<file path="config.mk">
export PLATFORM = sky130hd
export DESIGN_NAME = layer1_output_sender
export DESIGN_NICKNAME = d
export VERILOG_FILES = /design/src/rtl/layer_pkg.sv /design/src/rtl/relu_quantize.sv /design/src/rtl/layer1_output_sender.sv
export SDC_FILE = /design/constraint.sdc
export NUM_CORES = 1
export LEC_CHECK = 0
export BUFFER_PORTS_ARGS = -buffer_cell sky130_fd_sc_hd__buf_2
export CAP_MARGIN = 20
export CORE_MARGIN = 8
export CORE_UTILIZATION = 49
export CTS_BUF_LIST = sky130_fd_sc_hd__clkbuf_16
export DETAILED_ROUTE_END_ITERATION = 12
export HOLD_SLACK_MARGIN = 0.15
export PLACE_DENSITY = 0.79
export RECOVER_POWER = 50
export SLEW_MARGIN = 40
export SYNTH_ARGS = -nofsm -noshare
export SYNTH_HDL_FRONTEND = slang
export SYNTH_SLANG_ARGS = --single-unit
</file>
<file path="constraint.sdc">
create_clock -name clk -period 1.4 [get_ports clk]
set_input_delay 0 -clock clk [delete_from_list [all_inputs] [get_ports clk]]
set_output_delay 0 -clock clk [all_outputs]
set_load 0.005 [all_outputs]
</file>
<file path="src/rtl/layer_pkg.sv">
// Shared constants and types for the layer-1 to layer-2 node-value link.
// Both the layer-1 transmit side and the layer-2 controller import this
// package, so frame geometry and handshake state encoding stay in one place.
package layer_pkg;

    localparam int NUM_NODES = 4;    // node values per frame
    localparam int NODE_W    = 6;    // quantised node width
    localparam int L2_IN_W   = 24;   // packed frame width (NUM_NODES*NODE_W)
    localparam int SUM_W     = 16;   // signed accumulator width
    localparam int SHIFT     = 4;    // right shift applied before saturation

    // Transmit-side handshake states
    typedef enum logic [1:0] {
        TX_IDLE         = 2'd0,
        TX_WAIT_ACK     = 2'd1,
        TX_WAIT_RELEASE = 2'd2
    } tx_state_t;

endpackage

</file>
<file path="src/rtl/relu_quantize.sv">
// relu_quantize: combinational ReLU + scale + saturate of one accumulator sum.
// Ports:
//   sum  in  SUM_W   signed accumulator value
//   q    out NODE_W  0 for sum <= 0, else min(sum >>> SHIFT, 2^NODE_W-1)
module relu_quantize #(
    parameter int SUM_W  = 16,
    parameter int NODE_W = 6,
    parameter int SHIFT  = 4
) (
    input  logic signed [SUM_W-1:0]  sum,
    input  logic                     unused_tie,
    output logic        [NODE_W-1:0] q
);

    localparam logic [SUM_W-1:0] Q_MAX = SUM_W'((1 << NODE_W) - 1);

    logic [SUM_W-1:0] shifted_s;
    logic             non_pos_s;

    // Scale the sum; only used when it is strictly positive, so the
    // arithmetic shift result is non-negative and can be compared unsigned.
    always_comb begin
        shifted_s = SUM_W'(sum >>> SHIFT);
        non_pos_s = sum[SUM_W-1] | (sum == SUM_W'(0)) | (unused_tie & 1'b0);
    end

    // ReLU then saturate to the node width
    always_comb begin
        q = {NODE_W{1'b0}};
        if (non_pos_s) begin
            q = {NODE_W{1'b0}};
        end else if (shifted_s > Q_MAX) begin
            q = {NODE_W{1'b1}};
        end else begin
            q = shifted_s[NODE_W-1:0];
        end
    end

endmodule

</file>
<file path="src/rtl/layer1_output_sender.sv">
// layer1_output_sender: collects quantised layer-1 node values into a fill
// buffer and sends complete frames to layer-2 over a 4-phase handshake.
// A separate transmit register lets the next frame fill while the current
// one is in handshake.
// Ports:
//   clk            in  1      rising-edge clock
//   reset          in  1      synchronous active-high reset
//   nodeValid      in  1      nodeSum/nodeIndex valid
//   nodeIndex      in  2      node slot
//   nodeSum        in  SUM_W  signed layer-1 sum
//   nodeReady      out 1      fill buffer can accept a node
//   layer2Input    out 24     packed frame, node i at [6i+5:6i]
//   inputsReady    out 1      frame valid request to layer-2
//   inputsRecieved in  1      layer-2 acknowledge
//   framesSent     out 8      completed handshakes (wraps)
//   dupError       out 1      sticky: a slot was written twice in one frame
module layer1_output_sender #(
    parameter int NUM_NODES = layer_pkg::NUM_NODES,
    parameter int NODE_W    = layer_pkg::NODE_W,
    parameter int SUM_W     = layer_pkg::SUM_W,
    parameter int SHIFT     = layer_pkg::SHIFT
) (
    input  logic                    clk,
    input  logic                    reset,
    input  logic                    nodeValid,
    input  logic [1:0]              nodeIndex,
    input  logic signed [SUM_W-1:0] nodeSum,
    output logic                    nodeReady,
    output logic [23:0]             layer2Input,
    output logic                    inputsReady,
    input  logic                    inputsRecieved,
    output logic [7:0]              framesSent,
    output logic                    dupError
);

    import layer_pkg::*;

    localparam int FRAME_W = NUM_NODES * NODE_W;

    tx_state_t          state_r;
    logic [NODE_W-1:0]  fill_val_r [NUM_NODES];
    logic [NUM_NODES-1:0] mask_r;
    logic               dup_r;
    logic [FRAME_W-1:0] tx_frame_r;
    logic               ready_r;
    logic [7:0]         frames_r;

    logic               fill_full_s;
    logic               accept_s;
    logic               load_s;
    logic [NODE_W-1:0]  q_s;
    logic [FRAME_W-1:0] fill_pack_s;

    relu_quantize #(
        .SUM_W  (SUM_W),
        .NODE_W (NODE_W),
        .SHIFT  (SHIFT)
    ) u_quant (
        .sum        (nodeSum),
        .unused_tie (1'b0),
        .q          (q_s)
    );

    assign fill_full_s = &mask_r;
    // Never accept while full: this also keeps a node write and a frame
    // transfer from landing in the same cycle.
    assign accept_s    = nodeValid & ~fill_full_s;

    assign nodeReady   = ~fill_full_s;
    assign layer2Input = tx_frame_r;
    assign inputsReady = ready_r;
    assign framesSent  = frames_r;
    assign dupError    = dup_r;

    // Decide whether the fill buffer moves into the transmit register this cycle
    always_comb begin
        load_s = 1'b0;
        case (state_r)
            TX_IDLE:         load_s = fill_full_s;
            TX_WAIT_RELEASE: load_s = fill_full_s & ~inputsRecieved;
            default:         load_s = 1'b0;
        endcase
    end

    // Pack fill-buffer slots into frame layout, slot 0 in the low bits
    always_comb begin
        fill_pack_s = {FRAME_W{1'b0}};
        for (int i = 0; i < NUM_NODES; i++) begin
            fill_pack_s[i*NODE_W +: NODE_W] = fill_val_r[i];
        end
    end

    // Fill buffer, valid mask and sticky duplicate-write flag
    always_ff @(posedge clk) begin
        if (reset) begin
            mask_r <= {NUM_NODES{1'b0}};
            dup_r  <= 1'b0;
            for (int i = 0; i < NUM_NODES; i++) begin
                fill_val_r[i] <= {NODE_W{1'b0}};
            end
        end else if (load_s) begin
            mask_r <= {NUM_NODES{1'b0}};
        end else if (accept_s) begin
            fill_val_r[nodeIndex] <= q_s;
            mask_r[nodeIndex]     <= 1'b1;
            if (mask_r[nodeIndex]) begin
                dup_r <= 1'b1;
            end
        end
    end

    // Transmit FSM with registered handshake outputs
    always_ff @(posedge clk) begin
        if (reset) begin
            state_r    <= TX_IDLE;
            ready_r    <= 1'b0;
            tx_frame_r <= {FRAME_W{1'b0}};
            frames_r   <= 8'd0;
        end else begin
            case (state_r)
                TX_IDLE: begin
                    // A stray acknowledge here is ignored
                    if (load_s) begin
                        tx_frame_r <= fill_pack_s;
                        ready_r    <= 1'b1;
                        state_r    <= TX_WAIT_ACK;
                    end
                end
                TX_WAIT_ACK: begin
                    if (inputsRecieved) begin
                        ready_r  <= 1'b0;
                        frames_r <= frames_r + 8'd1;
                        state_r  <= TX_WAIT_RELEASE;
                    end
                end
                TX_WAIT_RELEASE: begin
                    if (!inputsRecieved) begin
                        // Chain straight into the next frame if one is waiting
                        if (load_s) begin
                            tx_frame_r <= fill_pack_s;
                            ready_r    <= 1'b1;
                            state_r    <= TX_WAIT_ACK;
                        end else begin
                            state_r <= TX_IDLE;
                        end
                    end
                end
                default: begin
                    ready_r <= 1'b0;
                    state_r <= TX_IDLE;
                end
            endcase
        end
    end

endmodule
</file>
==> results.toml, run 1 <==
[die]
die_area_mm2 = 0.00834
rows = 27
coreArea_mm2 = 0.00551
pin_count = 57
start_util_pct = 50.5
die_x_um = 91.3
die_h_um = 91.3

[job]
drv_cap = 0

[power_and_ir_drop]
switching_power_uw = 900
ir_drop_v = 0.000778
combPwrFrac_pct = 5.1
p_per_area_mw_per_mm2 = 1180
power_frac_seq_pct = 46.0
clkPwrFrac_pct = 48.9
swShare_pct = 20.8
cell_internal_pwr_uw = 3430
p_leak_uw = 0.00140

[routing]
via_count = 2080
drc = 0
drt_iter0_markers = 123
dr.pass1.iters = 4
drt_wl_total_um = 6510
viasPerCell = 5.17
wl_per_cell_um = 16.2
drtAntennaViolNets = 0

[cells_and_area]
fin_util_pct = 66.6
instances_no_fill = 402
nets = 348
final.fill_count = 439
drive_gt1_share_pct = 23.6
syn2layout_area_growth_pct = 31.9
final_common_cell = "nand2b_1"
final_cell_mix = "nand2b_1 (48), dfxtp_1 (36), nor2_1 (30)"
fin_area_mm2 = 0.00367
antenna-diode-count = 0

[clock_tree]
cts-root-buf = "clkbuf_16"
cts_tree = "done"
cts_buffers = 9
ctsLongestPathBuffers = 2
path_clk_slew_ns = 0.05
cts.sinks = 64
clk_latency_ns = 0.32
h-tree-depth = 3

[global_route]
grt_pass1_vias = 2049
grt_overflow = 0
antenna_found_initial = 0
grt_usage_pct = 15.0
grt_pass1_wl_um = 10000
grt_max_degree = 26

[placement]
placement.io_buffers = 52
place_area_mm2 = 0.00318
dp.cells = 368
finalWeightedCongestion = 0.784
dpl.hpwl_um = 4090

[run_status]
status = "complete, but fails checks"
violations = "negative setup slack"

[yosys]
avgSynthCellArea_um2 = 11.2
async_flop_share_pct = 0
yosys_warnings = 0
synth_seq_cells = 64
yosysSeqAreaShare_pct = 54.7
synthesis.instances = 248
synthesis.nets = 271
yosys_most_used_dff = "dfxtp_1"
synth_edf_count = 24
netlist-cell-type-count = 38
synthesis.area_mm2 = 0.00278

[sta]
rsz0062_at_grt = "yes"
whs_ns = 0.311
report.final.slew_viol_count = 0
slew_headroom_pct = 77.6
fin_crit_ns = 1.44
fmax_mhz = 696
finalHoldViolations = 0
tightestPinTransition_ns = 0.335
finalCritPeriodShare_pct = 103
fin_setup_tns_ns = -0.0407
setup_viol_count_final = 4
setup_slack_ns = -0.0359
fin_skew_ns = 0.00356

[hold_path]
hold_class = "input pin to flop"

[worst_setup_path]
cp-start-kind = "flop"
worst_setup_path_end_kind = "flop"
cp_max_fo = 4
arrival_ns = 1.68
worstPathRequired_ns = 1.64
path_class = "flop to flop"
## power groups by stage
| stage | clock network, µW | registers (µW) | logic, µW |
|---|---|---|---|
| floorplan | 0 | 2020 | 116 |
| CTS | 2140 | 1990 | 217 |
| finish | 2120 | 1990 | 221 |
| global route | 2250 | 1990 | 241 |
| global placement | 0 | 2030 | 181 |
| detailed placement | 0 | 2030 | 185 |
## final timing paths
kind	start	endpoint	slack, ns	depth (start not counted)
max reg2reg	framesSent[0]	framesSent[4]	-0.04	4
min reg2reg	layer2Input[10]	layer2Input[10]	0.47	2
max	framesSent[0]	framesSent[4]	-0.04	4
min	nodeSum[12]	fill_val_r[3][1]	0.31	5
## metal layers
layer  global-route usage (%)  routed length (µm)  part of all wire, %  vias to the layer above
met2                     24.3                3240                   50                       53
met5                        0                   0                    0                        -
met4                     8.05                 149                  2.3                        0
met3                     5.19                 328                  5.0                       11
met1                     17.2                2790                   43                      993
li1                         -                   -                    -                     1023
## state kept, by name, indices dropped and copies added (netlist names)
| name | count |
|---|---|
| layer2Input | 24 |
| dupError | 1 |
| fill_val_r | 24 |
| framesSent | 8 |
| inputsReady | 1 |
| mask_r | 4 |
| state_r | 2 |
## final cells by class
| class | instances | area [µm²] | share of cell area (%) |
|---|---|---|---|
| inverter | 2 | 7.51 | 0.205 |
| tap | 72 | 90.1 | 2.46 |
| multi-input combinational | 166 | 1190 | 32.6 |
| sequential | 64 | 1530 | 41.6 |
| clock buffer | 9 | 225 | 6.14 |
| clock inverter | 7 | 56.3 | 1.53 |
| timing repair buffer | 82 | 568 | 15.5 |
## cell usage after synthesis (2+ instances only)
master	instances	area [µm²]
nand2b_1	48	300
dfxtp_1	40	801
nor2_1	31	116
mux2i_1	25	250
edfxtp_1	24	721
clkbuf_1	9	33.8
a21oi_1	7	35.0
nor3_4	6	97.6
nand4_1	5	31.3
nor3_1	4	20.0
or4_1	4	30.0
a31o_2	3	26.3
buf_2	3	15.0
nor2b_1	3	18.8
o21ai_0	3	15.0
o31ai_1	3	22.5
a31oi_1	2	12.5
buf_1	2	7.51
inv_1	2	7.51
mux2_2	2	22.5
nand2_1	2	7.51
nand3_1	2	10.0
or3_1	2	12.5
xnor2_1	2	17.5
## critical path, stage by stage, from the launching register on
cell	delay [ns]
dfxtp_1	0.38
ha_1	0.17
nand4b_1	0.17
or3_1	0.43
a21oi_1	0.20
## timing repair
item,in CTS,in global routing
gates resized for setup,0,11
setup endpoints to repair,6,42
pin swaps,1,2
hold endpoints to repair,31,0
gates cloned,0,3
buffers inserted,0,2
hold buffers,13,0
## stage by stage
step                      setup slack, ns  total power [µW]
final                             -0.0359              4330
after global routing               -0.122              4480
after CTS                          0.0157              4350
after detailed placement          -0.0245              2210
after global placement             0.0252              2210
after floorplan                    0.0180              2140
## kinds of logic after synthesis
family	count (synthesis)	share of synthesized area, %
AOI/OAI and AO/OA	21	5.17
xor gates and xnor gates	3	0.945
adders and majority gates	1	0.450
buffers and inverters	18	2.97
DFF	64	54.7
muxes	28	10.6
and+or+nand+nor	113	25.1
Note: power is estimated with default switching activity, not from simulation.
==> run 2: changes to the inputs <==
SKIP_LAST_GASP = 1   (was default)
==> run 2 against run 1 <==
Net effect:
- sequential power barely moved
- sequential share of layout area is 0.057 points higher
- non-clock buffer count is the same
- design area fell by 0.14%
- die area is the same
- first-iteration DRC count is 15% lower
- final cell count stayed put
- the flow still finishes with violations (negative setup slack)
- via count decreased by 0.72%
==> results.toml, run 2 (same netlist as run 1, synthesis figures left out) <==
[run_status]
status = "complete, but fails checks"
violations = "negative setup slack"

[cells_and_area]
antenna-diode-count = 0
final_cell_mix = "nand2b_1 (48), dfxtp_1 (36), nor2_1 (30)"
nets = 348
final_common_cell = "nand2b_1"
drive_gt1_share_pct = 23.6
fin_util_pct = 66.5
instances_no_fill = 402
syn2layout_area_growth_pct = 31.7

[clock_tree]
cts_tree = "done"
clk_latency_ns = 0.32
cts.sinks = 64
cts-root-buf = "clkbuf_16"
ctsLongestPathBuffers = 2
cts_buffers = 9
h-tree-depth = 3
path_clk_slew_ns = 0.05

[job]
drv_cap = 0

[sta]
fmax_mhz = 696
whs_ns = 0.309
finalHoldViolations = 0
setup_viol_count_final = 1
fin_crit_ns = 1.44
report.final.slew_viol_count = 0
fin_skew_ns = 0.00515
finalCritPeriodShare_pct = 103
setup_slack_ns = -0.0360
slew_headroom_pct = 77.8
rsz0062_at_grt = "yes"
tightestPinTransition_ns = 0.333

[worst_setup_path]
cp-start-kind = "flop"
path_class = "flop to flop"
slowest_stage = "or3_1"
arrival_ns = 1.68
crit_family = "simple AND/OR/NAND/NOR gates"
slowest_delay_ns = 0.43
path_buf_inv = 0
cp_max_fo = 4
r2r_slack_ns = -0.04
path_cells = "ha_1 -> nand4b_1 -> or3_1 -> a21oi_1"
worstPathRequired_ns = 1.64
worst_setup_path_end_kind = "flop"

[die]
die_h_um = 91.3
die_area_mm2 = 0.00834
pin_count = 57
coreArea_mm2 = 0.00551
start_util_pct = 50.5
die_x_um = 91.3
rows = 27

[global_route]
grt_pass1_wl_um = 10000
top_usage_layer = "met2"
grt_use_met3_pct = 5.19
grt_pass1_vias = 2049
antenna_found_initial = 0
met2_usage_pct = 24.3
grt_overflow = 0
grt_util_met1_pct = 17.2
grt_usage_pct = 15.0
grt_max_degree = 26

[routing]
viasPerCell = 5.14
drt_wl_total_um = 6480
drtAntennaViolNets = 0
via_count = 2065
drt_iter0_markers = 104
dr.pass1.iters = 4
wl_per_cell_um = 16.1
drc = 0

[power_and_ir_drop]
p_leak_uw = 0.00140
finalPower_uw = 4320
ir_drop_v = 0.000780
p_per_area_mw_per_mm2 = 1180

[placement]
pre_cts_slack_ns = -0.0245
finalWeightedCongestion = 0.784
dpl.hpwl_um = 4090
dp.cells = 368
placement.io_buffers = 52

[hold_path]
hold_class = "input pin to flop"
## run 2: stage by stage
step	cell area [µm²]	TNS [ns]
after floorplan	2780	0
after global placement	3180	0
after detailed placement	3180	-0.0407
after CTS	3590	0
after global routing	3660	-1.10
final	3660	-0.0360
## run 2: where the power goes
part	switching, µW	leakage, µW	internal (µW)
registers	15.2	0.000584	1980
logic	115	0.000660	104
clock network	768	0.000153	1350
## run 2: worst reg2reg max path, stage by stage (launching register included)
cell,delay (ns)
dfxtp_1,0.38
ha_1,0.17
nand4b_1,0.17
or3_1,0.43
a21oi_1,0.20
## run 2: path summary, 6_finish.rpt
path / from / to / cells after the start
worst min register to register: layer2Input[10] / layer2Input[10] / 2
worst min-delay path: nodeSum[12] / fill_val_r[3][1] / 5
worst max-delay path: framesSent[0] / framesSent[4] / 4
worst max register to register: framesSent[0] / framesSent[4] / 4
## run 2: area by class of cell
class,count,area (µm²)
fillers,441,1840
flip-flops and latches,64,1530
multi-input cells,166,1190
repair buffers,82,568
clock buffers,9,225
well taps,72,90.1
clock inverters,7,56.3
inverters,2,7.51
## run 2: per-layer routing
layer	wire (µm)	vias to the layer above
met5	0	-
li1	-	1026
met1	2780	979
met2	3240	49
met4	149	0
met3	313	11
## run 2: repair_timing
item,4_1_cts,5_1_grt
gates resized for setup,0,10
setup endpoints to repair,6,42
hold buffers,13,0
gates cloned,0,3
endpoints found under the hold margin,31,0
pin swaps,1,2
setup buffers,0,2
